**config.mk**
```make
export PLATFORM = sky130hd
export DESIGN_NAME = queue_mc
export DESIGN_NICKNAME = d
export VERILOG_FILES = /design/src/rtl/queue_mc_pkg.sv /design/src/rtl/queue_mc_ch.sv /design/src/rtl/queue_mc.sv
export SDC_FILE = /design/constraint.sdc
export NUM_CORES = 1
export LEC_CHECK = 0
export CORE_MARGIN = 1.5
export CORE_UTILIZATION = 45
export DETAILED_ROUTE_END_ITERATION = 6
export GPL_TIMING_DRIVEN = 1
export PLACE_DENSITY = 0.69
export SLEW_MARGIN = 5
export SYNTH_ARGS = -nofsm -noshare
export SYNTH_HDL_FRONTEND = slang
export SYNTH_SLANG_ARGS = --single-unit
```
**constraint.sdc**
```tcl
create_clock -name clk -period 3.8 [get_ports clk]
set_input_delay 0.38 -clock clk [delete_from_list [all_inputs] [get_ports clk]]
set_output_delay 0.38 -clock clk [all_outputs]
set_load 0.01 [all_outputs]
```
**src/rtl/queue_mc_pkg.sv**
```systemverilog
// queue_mc_pkg: shared declarations for the multi-channel queue.
//   cnt_width()  - bits needed to hold an occupancy of 0..depth
//   ch_status_t  - per-channel flag bundle returned by queue_mc_ch
package queue_mc_pkg;

  function automatic int cnt_width(input int depth);
    return $clog2(depth + 1);
  endfunction

  typedef struct packed {
    logic full;
    logic empty;
    logic almost_full;
    logic almost_empty;
    logic overflow;
    logic underflow;
  } ch_status_t;

endpackage

```
**src/rtl/queue_mc_ch.sv**
```systemverilog
// queue_mc_ch: one first-word-fall-through FIFO channel.
// Optional feature: define QUEUE_MC_PEAK_EN to build the high-water-mark register.
// Ports:
//   clk, reset_n          clock, asynchronous active-low reset
//   push_flag, push_data  write request and word
//   pop_flag              read request (head word is already on pop_data)
//   err_clr               clears sticky overflow/underflow (and reloads peak)
//   pop_data              head word, 0 while empty
//   status                full/empty/watermarks/sticky errors
//   size, peak            occupancy and high-water mark (peak=0 without the macro)
module queue_mc_ch
  import queue_mc_pkg::*;
#(
  parameter int DATA_SIZE = 32,
  parameter int DEPTH     = 8,
  parameter int AF_LEVEL  = DEPTH - 2,
  parameter int AE_LEVEL  = 1,
  parameter int PTR_W     = $clog2(DEPTH),
  parameter int CNT_W     = cnt_width(DEPTH)
) (
  input  logic                 clk,
  input  logic                 reset_n,
  input  logic                 push_flag,
  input  logic [DATA_SIZE-1:0] push_data,
  input  logic                 pop_flag,
  input  logic                 err_clr,
  output logic [DATA_SIZE-1:0] pop_data,
  output ch_status_t           status,
  output logic [CNT_W-1:0]     size,
  output logic [CNT_W-1:0]     peak
);

  logic [DATA_SIZE-1:0] r_mem [DEPTH];
  logic [PTR_W-1:0]     r_head;
  logic [PTR_W-1:0]     r_tail;
  logic [CNT_W-1:0]     r_cnt;
  logic                 r_ovf;
  logic                 r_unf;

  logic                 w_full;
  logic                 w_empty;
  logic                 w_push_ok;
  logic                 w_pop_ok;
  logic [CNT_W-1:0]     w_cnt_nxt;

  // Explicit wrap so DEPTH need not be a power of two.
  function automatic logic [PTR_W-1:0] next_ptr(input logic [PTR_W-1:0] p);
    return (p == PTR_W'(DEPTH - 1)) ? '0 : p + PTR_W'(1);
  endfunction

  assign w_full    = (r_cnt == CNT_W'(DEPTH));
  assign w_empty   = (r_cnt == '0);
  // A push into a full channel is accepted when a pop frees the slot in the same cycle.
  assign w_push_ok = push_flag & (~w_full | pop_flag);
  assign w_pop_ok  = pop_flag & ~w_empty;
  assign w_cnt_nxt = r_cnt + CNT_W'(w_push_ok) - CNT_W'(w_pop_ok);

  always_ff @(posedge clk or negedge reset_n) begin
    if (!reset_n) begin
      r_head <= '0;
      r_tail <= '0;
      r_cnt  <= '0;
      r_ovf  <= 1'b0;
      r_unf  <= 1'b0;
    end else begin
      if (w_push_ok) r_head <= next_ptr(r_head);
      if (w_pop_ok)  r_tail <= next_ptr(r_tail);
      r_cnt <= w_cnt_nxt;
      // A new error in the same cycle as err_clr keeps the flag set.
      r_ovf <= (push_flag & ~w_push_ok) | (r_ovf & ~err_clr);
      r_unf <= (pop_flag & ~w_pop_ok)   | (r_unf & ~err_clr);
    end
  end

  // NOTE: the storage array has no reset; stale entries are unreachable because
  // pop_data is masked while empty, and a reset only has to clear the pointers.
  // The write is still blocked while reset_n is low so nothing lands on a reset edge.
  always_ff @(posedge clk) begin
    if (w_push_ok && reset_n) r_mem[r_head] <= push_data;
  end

  assign pop_data = w_empty ? '0 : r_mem[r_tail];

  assign status.full         = w_full;
  assign status.empty        = w_empty;
  assign status.almost_full  = (r_cnt >= CNT_W'(AF_LEVEL));
  assign status.almost_empty = (r_cnt <= CNT_W'(AE_LEVEL));
  assign status.overflow     = r_ovf;
  assign status.underflow    = r_unf;
  assign size                = r_cnt;

`ifdef QUEUE_MC_PEAK_EN
  logic [CNT_W-1:0] r_peak;

  // Tracks the post-edge count so peak and size move on the same edge.
  always_ff @(posedge clk or negedge reset_n) begin
    if (!reset_n) begin
      r_peak <= '0;
    end else if (err_clr) begin
      r_peak <= w_cnt_nxt;
    end else if (w_cnt_nxt > r_peak) begin
      r_peak <= w_cnt_nxt;
    end
  end

  assign peak = r_peak;
`else
  assign peak = '0;
`endif

endmodule

```
**src/rtl/queue_mc.sv**
```systemverilog
// queue_mc: NUM_CH independent first-word-fall-through FIFOs on one clock/reset.
// Optional feature: define QUEUE_MC_PEAK_EN to enable per-channel peak tracking;
// otherwise the peak bus reads 0.
// Ports (channel c occupies slice c of every bus):
//   clk, reset_n                     clock, asynchronous active-low reset
//   push_flag, push_data             per-channel write request / word
//   pop_flag, pop_data               per-channel read request / head word
//   err_clr                          per-channel clear of sticky errors (and peak)
//   full, empty, almost_full,
//   almost_empty                     per-channel occupancy flags
//   size, peak                       per-channel occupancy / high-water mark
//   overflow, underflow              per-channel sticky error flags
module queue_mc
  import queue_mc_pkg::*;
#(
  parameter int DATA_SIZE = 32,
  parameter int DEPTH     = 8,
  parameter int NUM_CH    = 4,
  parameter int AF_LEVEL  = DEPTH - 2,
  parameter int AE_LEVEL  = 1,
  parameter int PTR_W     = $clog2(DEPTH),
  parameter int CNT_W     = cnt_width(DEPTH)
) (
  input  logic                        clk,
  input  logic                        reset_n,
  input  logic [NUM_CH-1:0]           push_flag,
  input  logic [NUM_CH*DATA_SIZE-1:0] push_data,
  input  logic [NUM_CH-1:0]           pop_flag,
  output logic [NUM_CH*DATA_SIZE-1:0] pop_data,
  input  logic [NUM_CH-1:0]           err_clr,
  output logic [NUM_CH-1:0]           full,
  output logic [NUM_CH-1:0]           empty,
  output logic [NUM_CH-1:0]           almost_full,
  output logic [NUM_CH-1:0]           almost_empty,
  output logic [NUM_CH*CNT_W-1:0]     size,
  output logic [NUM_CH-1:0]           overflow,
  output logic [NUM_CH-1:0]           underflow,
  output logic [NUM_CH*CNT_W-1:0]     peak
);

  if (!(AE_LEVEL < AF_LEVEL && AF_LEVEL <= DEPTH && DEPTH >= 2)) begin : g_bad_cfg
    $fatal(1, "queue_mc: need DEPTH>=2 and AE_LEVEL < AF_LEVEL <= DEPTH");
  end

  ch_status_t w_status [NUM_CH];

  for (genvar c = 0; c < NUM_CH; c++) begin : g_ch
    queue_mc_ch #(
      .DATA_SIZE (DATA_SIZE),
      .DEPTH     (DEPTH),
      .AF_LEVEL  (AF_LEVEL),
      .AE_LEVEL  (AE_LEVEL),
      .PTR_W     (PTR_W),
      .CNT_W     (CNT_W)
    ) u_ch (
      .clk       (clk),
      .reset_n   (reset_n),
      .push_flag (push_flag[c]),
      .push_data (push_data[c*DATA_SIZE +: DATA_SIZE]),
      .pop_flag  (pop_flag[c]),
      .err_clr   (err_clr[c]),
      .pop_data  (pop_data[c*DATA_SIZE +: DATA_SIZE]),
      .status    (w_status[c]),
      .size      (size[c*CNT_W +: CNT_W]),
      .peak      (peak[c*CNT_W +: CNT_W])
    );

    assign full[c]         = w_status[c].full;
    assign empty[c]        = w_status[c].empty;
    assign almost_full[c]  = w_status[c].almost_full;
    assign almost_empty[c] = w_status[c].almost_empty;
    assign overflow[c]     = w_status[c].overflow;
    assign underflow[c]    = w_status[c].underflow;
  end

endmodule

```
# [Yosys cells after proc, flatten, opt, wreduce, memory -nomap -nowiden]
# Memory sizes are Yosys's and may differ from the RTL's.
# Index checks and enable logic that the tools add are counted.
[word_totals] n_memories=4 out_inout_bits=184 inputBits=142 register_bits=48 mem_bits_rw=1024
[op_classes] bitwise_logic=56 n_addsub=16 mux=20 n_eq_ne=12 magnitude_cmp=8 n_reduce_logical=8
[mem_list] name="g_ch[0].u_ch.r_mem" words=8 width=32 read_ports=1 rd_ports_with_merged_regs=0 wr=1 line_no="queue_mc_ch.sv:33" source="logic [DATA_SIZE-1:0] r_mem [DEPTH];"
[mem_list] name="g_ch[1].u_ch.r_mem" words=8 width=32 read_ports=1 rd_ports_with_merged_regs=0 wr=1 line_no="queue_mc_ch.sv:33"
[mem_list] name="g_ch[2].u_ch.r_mem" words=8 width=32 read_ports=1 rd_ports_with_merged_regs=0 wr=1 line_no="queue_mc_ch.sv:33"
[mem_list] name="g_ch[3].u_ch.r_mem" words=8 width=32 read_ports=1 rd_ports_with_merged_regs=0 wr=1 line_no="queue_mc_ch.sv:33"
[op_table] op="$mux 32" n=4
[op_table] op="$add 3x1->3 const B" n=8
[op_table] op="$and 1x1->1" n=24
[op_table] op="$eq 3x3->1 const B" n=8
[op_table] op="$mux 3" n=8
[op_table] op="$not 1->1" n=20
[op_table] op="$add 4x1->4" n=4
[op_table] op="$eq 4x4->1 const B" n=4
[op_table] op="$ge 4x3->1 const B" n=4
[op_table] op="$le 4x1->1 const B" n=4
[op_table] op="$logic_not 4->1" n=4
[op_table] op="$sub 4x1->4" n=4
[op_table] op="$or 1x1->1" n=12
[op_table] op="$mux 1" n=8
[op_table] op="$logic_and 1x1->1" n=4

# [Depth between registers and ports, before layout]
[depth] ltp_word=7 depth_mapped=11 mapped_depth_nobuf=11

# [Hierarchy]
# From an unflattened synthesis, not the netlist that was laid out.
[hier_totals] hier_cells=1829 hier_area_um2=41533.6
[by_module_without_submodules] module="queue_mc_ch at g_ch[1].u_ch ..." seq_area_each_um2=7987.7 area_each_um2=10381.2 cells_each=457 n_inst=2
[by_module_without_submodules] module="queue_mc_ch at g_ch[0].u_ch" seq_area_each_um2=7987.7 area_each_um2=10387.5 cells_each=458 n_inst=1
[by_module_without_submodules] module="queue_mc_ch at g_ch[2].u_ch" seq_area_each_um2=7987.7 area_each_um2=10383.7 cells_each=457 n_inst=1

# [Worst setup path before layout]
# OpenSTA, ideal clock, no wires.
[synth_timing] path_type="reg2reg" startpoint="register g_ch[3].u_ch.r_cnt[2]" endpoint="memory g_ch[3].u_ch.r_mem[0][0] (enable)" required_time_ns=3.339 stages_incl_launch_ff=6 setup_ns=0.461 arrival_time_ns=3.332 setup_slack_ns=0.007 period_less_slack_ns=3.793 path_cell_list="dfrtp_1 > inv_1 > ha_1 > or3b_1 > o2111ai_1 > nor3_1"
[synth_via] elab_chain_cells=7
[synth_rtl] element="from (decl)" line_no="queue_mc_ch.sv:36" source="logic [CNT_W-1:0] r_cnt;"
[synth_rtl] element="from (signal assigned)" line_no="queue_mc_ch.sv:68" source="r_cnt <= w_cnt_nxt;"
[synth_rtl] element="$eq 4x4->1" line_no="queue_mc_ch.sv:51" source="assign w_full = (r_cnt == CNT_W'(DEPTH));"
[synth_rtl] element="$not 1->1" line_no="queue_mc_ch.sv:54" source="assign w_push_ok = push_flag & (~w_full | pop_flag);"
[synth_rtl] element="$or 1x1->1" line_no="queue_mc_ch.sv:54"
[synth_rtl] element="$and 1x1->1" line_no="queue_mc_ch.sv:54"
[synth_rtl] element="$logic_and 1x1->1" line_no="queue_mc_ch.sv:79" source="if (w_push_ok && reset_n) r_mem[r_head] <= push_data;"
[synth_rtl] element="$mux 1" line_no="queue_mc_ch.sv:79"
[synth_rtl] element="$mux 1 (not written as such)" line_no="queue_mc_ch.sv:79"
[synth_rtl] element="to (decl)" line_no="queue_mc_ch.sv:33"
# No other way between the ends.

# [Final worst setup path]
[layout_timing] startpoint="register g_ch[2].u_ch.r_cnt[2]" endpoint="output pop_data[94]"
[layout_via] elab_chain_cells=2
[layout_rtl] element="from (decl)" line_no="queue_mc_ch.sv:36"
[layout_rtl] element="from (signal assigned)" line_no="queue_mc_ch.sv:68"
[layout_rtl] element="$logic_not 4->1" line_no="queue_mc_ch.sv:52" source="assign w_empty = (r_cnt == '0);"
[layout_rtl] element="$mux 32" line_no="queue_mc_ch.sv:82" source="assign pop_data = w_empty ? '0 : r_mem[r_tail];"
[layout_rtl] element="to (decl)" line_no="queue_mc.sv:29" source="output logic [NUM_CH*DATA_SIZE-1:0] pop_data,"
# No other way between the ends.

==> qor_table.md <==
| Result | This run | Unit |
| --- | --- | --- |
| Number of unique standard cell types used by synthesis | 33 | - |
| Number of detailed-routing iterations run before antenna repair | 5 | - |
| Half-perimeter wire length after detailed placement | 49.41 | mm |
| Total power draw | 38.40 | mW |
| Worst slack after detailed placement | 0.8126 | ns |
| Placer Congestion | 0.7312 | - |
| Horiz. Die Dim | 307.0 | um |
| Buffer depth of the longest clock path | 3 | - |
| Critical-path cell list | inv_1, ha_1, nor3b_2, buf_4, nor2b_2, buf_4, a22o_1, clkdlybuf4s50_1 | - |
| Critical Path End Type | output pin | - |
| Number of vias in the routed layout | 19760 | - |
| Core outline area | 91660 | um^2 |
| Total length of routed wires | 88.01 | mm |
| Power per Cell Area | 768.8 | nW/um^2 |
| Initial standard-cell utilization of the core | 45.38 | % |
| Wire length of the first global-routing pass | 131.1 | mm |
| Master cell of the clock root buffer | sky130_fd_sc_hd__clkbuf_16 | - |
| Maximum operating frequency | 278.8 | MHz |
| Worst-path fanout max | 32 | - |
| Worst Path Class, Setup | reg2out | - |
| Post-CTS resize count | 0 | - |
| Average cell area after synthesis | 22.54 | um^2 |
| Worst path top cell family by delay | buffers and inverters | - |
| Final layout net count | 2426 | - |
| Final hold violations | 0 | - |
| Number of remaining DRC errors | 0 | - |
| Area Overhead vs Synth | 20.10 | % |
| Input/output buffers | 309 | - |
| Cell repeated most along the worst path | sky130_fd_sc_hd__buf_4 | - |
| Starting DRT DRC Count | 1783 | - |
| Setup_tns | 0 | ns |
| Final critical delay including setup and external delays | 3.587 | ns |
| Critical Path AT | 3.21 | ns |
| Worst setup skew after layout | 0.03061 | ns |
| Fin crit share | 94.40 | % |
| Cell area after placement | 46250 | um^2 |
| Largest net degree at the start of global routing | 67 | - |
| Number of pins with negative max-slew slack in the final report | 0 | - |
| Antenna violations before repair | 9 | - |
| Vertical die dimension | 307.0 | um |
| Final antenna-violating net count | 0 | - |
| Share of async-settable or async-resettable flops after synthesis | 4.478 | % |
| Setup slack after layout | 0.2127 | ns |
| Netlist Area Pre-Place | 41590 | um^2 |
| Layout Cell Area excl Fill | 49950 | um^2 |
| Slowest-stage cell, CP | sky130_fd_sc_hd__clkdlybuf4s50_1 | - |
| Max-slew headroom at the worst pin | 46.31 | % |
| Most common flop cell mapped by yosys | sky130_fd_sc_hd__edfxtp_1 | - |
| Filler cells | 6863 | - |
| Worst Path Required | 3.42 | ns |
| Overall global routing resource usage | 18.71 | % |
| Worst stage delay on the critical path | 0.68 | ns |
| Ratio of routed vias to standard cells | 5.619 | - |
| Max cap viols | 0 | - |
| CP Buf/Inv Count | 4 | - |
| Unrepaired setup endpoints after global routing | false | - |
| Sequential fraction of the synthesis area | 76.82 | % |
| I/O pin total | 326 | - |
| LEAKAGE | 16.48 | nW |
| H-tree depth reported by CTS | 3 | - |
| Hold/Removal Path Class | in2async | - |
| Synthesized flop and latch total | 1072 | - |
| Maximum ir drop on the vdd rail | 600.9 | uV |
| Utilization after layout | 54.50 | % |
| Number of core rows | 111 | - |
| Instance count of the mapped netlist | 1845 | - |
| TritonCTS Buffers | 109 | - |
| Clock transition at path regs | 0.06 | ns |
| Detailed-route wire length per cell | 25.02 | um |
| Grt ovf | 0 | - |
| Clock Sink Count | 1072 | - |
| Via count of the first global-routing pass | 20890 | - |
| CTS tree | done | - |
| Total Die Area | 94260 | um^2 |
| Layout cell share with drive strength beyond 1 | 23.78 | % |
| Run status | completed | - |
| EDFF count, synth | 1024 | - |
| Worst-margin pin slew | 0.8045 | ns |
| Setup-failing EPs final | 0 | - |
| Insertion delay of the later-clocked pin in the worst-skew pair | 0.69 | ns |
| Synth warnings | 0 | - |
| Worst Setup Start Kind | flop | - |
-- worst register-to-register path, stage by stage (launching register included) --
cell	delay (ns)
sky130_fd_sc_hd__dfrtp_1	0.40
sky130_fd_sc_hd__inv_1	0.15
sky130_fd_sc_hd__ha_1	0.21
sky130_fd_sc_hd__nor3b_2	0.50
sky130_fd_sc_hd__nand2b_1	0.32
sky130_fd_sc_hd__inv_1	0.07
sky130_fd_sc_hd__ha_1	0.27
sky130_fd_sc_hd__inv_1	0.06
sky130_fd_sc_hd__ha_1	0.16
sky130_fd_sc_hd__inv_1	0.06
sky130_fd_sc_hd__fa_1	0.41
sky130_fd_sc_hd__xnor2_1	0.15
-- power breakdown --
group | switching [mW] | internal [mW]
clock | 4.42 | 6.39
sequential | 0.918 | 14.1
combinational | 5.85 | 6.72
-- what timing repair did --
| action | in CTS | in global routing |
|---|---|---|
| setup buffers | 0 | 2 |
| hold endpoints to repair | 30 | 0 |
| endpoints found under the setup margin | 0 | 13 |
| hold buffers | 1 | 0 |
-- cell type report --
cell class | count | area, um^2 | share of cell area, %
diodes | 6 | 15.01 | 0.03006
clock buffers | 137 | 2915 | 5.836
clock inverters | 67 | 723.2 | 1.448
inverters | 60 | 225.2 | 0.4508
multi-input cells | 611 | 8847 | 17.71
flip-flops and latches | 1072 | 31970 | 64.00
well taps | 1186 | 1484 | 2.971
repair buffers | 378 | 3774 | 7.554
-- per-layer routing --
metal / up-vias / wire, um / global-route usage (%)
met5: - / 62 / 0
met1: 10530 / 37000 / 25.48
met2: 605 / 43120 / 30.17
met4: 10 / 1956 / 6.118
met3: 136 / 5866 / 4.121
li1: 8483 / - / -
-- synth_stat cells, types with 8 or more instances --
| library cell | number | share of area, % |
|---|---|---|
| sky130_fd_sc_hd__buf_4 | 32 | 0.58 |
| sky130_fd_sc_hd__inv_1 | 60 | 0.54 |
| sky130_fd_sc_hd__nor2b_1 | 11 | 0.17 |
| sky130_fd_sc_hd__mux2_1 | 12 | 0.32 |
| sky130_fd_sc_hd__o2111ai_1 | 8 | 0.17 |
| sky130_fd_sc_hd__nor2_1 | 36 | 0.32 |
| sky130_fd_sc_hd__nand2_1 | 16 | 0.14 |
| sky130_fd_sc_hd__buf_2 | 26 | 0.31 |
| sky130_fd_sc_hd__nand2b_1 | 12 | 0.18 |
| sky130_fd_sc_hd__edfxtp_1 | 1024 | 74 |
| sky130_fd_sc_hd__mux2_2 | 12 | 0.32 |
| sky130_fd_sc_hd__a22o_1 | 128 | 2.7 |
| sky130_fd_sc_hd__dfrtp_1 | 48 | 2.9 |
| sky130_fd_sc_hd__clkbuf_1 | 34 | 0.31 |
| sky130_fd_sc_hd__buf_6 | 15 | 0.41 |
| sky130_fd_sc_hd__a21oi_1 | 12 | 0.14 |
| sky130_fd_sc_hd__ha_1 | 48 | 1.4 |
| sky130_fd_sc_hd__mux4_2 | 252 | 14 |
| sky130_fd_sc_hd__nor3_1 | 8 | 0.096 |
-- per-stage QoR --
stage | hold WS, ns | cells
5_1_grt | 0.1477 | 3514
2_1_floorplan | 0.08441 | 1860
3_5_place_dp | 0.3360 | 3304
3_3_place_gp | 0.3322 | 3304
6_report | 0.1712 | 3517
4_1_cts | 0.1137 | 3509
-- cells in the final DEF (no fill, tap or decap), types with 6 or more instances in the layout --
cell                              instances
sky130_fd_sc_hd__a21oi_1                 12
sky130_fd_sc_hd__a22o_1                 128
sky130_fd_sc_hd__buf_12                  13
sky130_fd_sc_hd__buf_4                   56
sky130_fd_sc_hd__bufinv_16               14
sky130_fd_sc_hd__clkbuf_1                22
sky130_fd_sc_hd__clkbuf_16              111
sky130_fd_sc_hd__clkdlybuf4s50_1        308
sky130_fd_sc_hd__clkinv_1                18
sky130_fd_sc_hd__clkinv_2                22
sky130_fd_sc_hd__conb_1                  16
sky130_fd_sc_hd__dfrtp_1                 40
sky130_fd_sc_hd__diode_2                  6
sky130_fd_sc_hd__edfxtp_1              1024
sky130_fd_sc_hd__ha_1                    48
sky130_fd_sc_hd__inv_1                   60
sky130_fd_sc_hd__mux2_1                  12
sky130_fd_sc_hd__mux2_2                  12
sky130_fd_sc_hd__mux4_2                 252
sky130_fd_sc_hd__nand2_1                 16
sky130_fd_sc_hd__nand2b_1                12
sky130_fd_sc_hd__nor2_1                   8
sky130_fd_sc_hd__nor2_2                  22
sky130_fd_sc_hd__nor2_4                   6
sky130_fd_sc_hd__nor2b_1                  7
sky130_fd_sc_hd__nor3_2                   8
sky130_fd_sc_hd__o2111ai_1                8
-- sequential cells by signal, indices dropped and copies added (netlist names) --
name / count
g_ch.u_ch.r_ovf: 4
g_ch.u_ch.r_tail: 12
g_ch.u_ch.r_head: 12
g_ch.u_ch.r_mem: 1024
g_ch.u_ch.r_unf: 4
g_ch.u_ch.size: 16
-- worst paths after layout --
kind | startpoint | end | slack (ns) | cells past startpoint
min in group clk | err_clr[1] | g_ch[1].u_ch.r_ovf | 0.28 | 2
max in group asynchronous | reset_n | g_ch[0].u_ch.r_tail[0] | 2.94 | 3
max reg2reg | g_ch[3].u_ch.size[2] | g_ch[3].u_ch.size[2] | 0.95 | 11
max | g_ch[2].u_ch.size[2] | pop_data[94] | 0.21 | 8
min | reset_n | g_ch[2].u_ch.r_ovf | 0.17 | 2
min reg2reg | g_ch[2].u_ch.r_ovf | g_ch[2].u_ch.r_ovf | 0.52 | 2
-- cells by family after synthesis --
logic type               count (synthesis)  share of synthesized area, %
AO/OA/AOI/OAI                          164                         3.297
XOR/XNOR                                 8                        0.1684
adder cells (fa/ha/maj)                 52                         1.637
buffers and inverters                  177                         2.407
flip-flops                            1072                         76.82
multiplexers                           280                         14.55
other                                    1                      0.009016
AND/OR/NAND/NOR                         91                         1.116
Power figures use the tool's default switching activity.
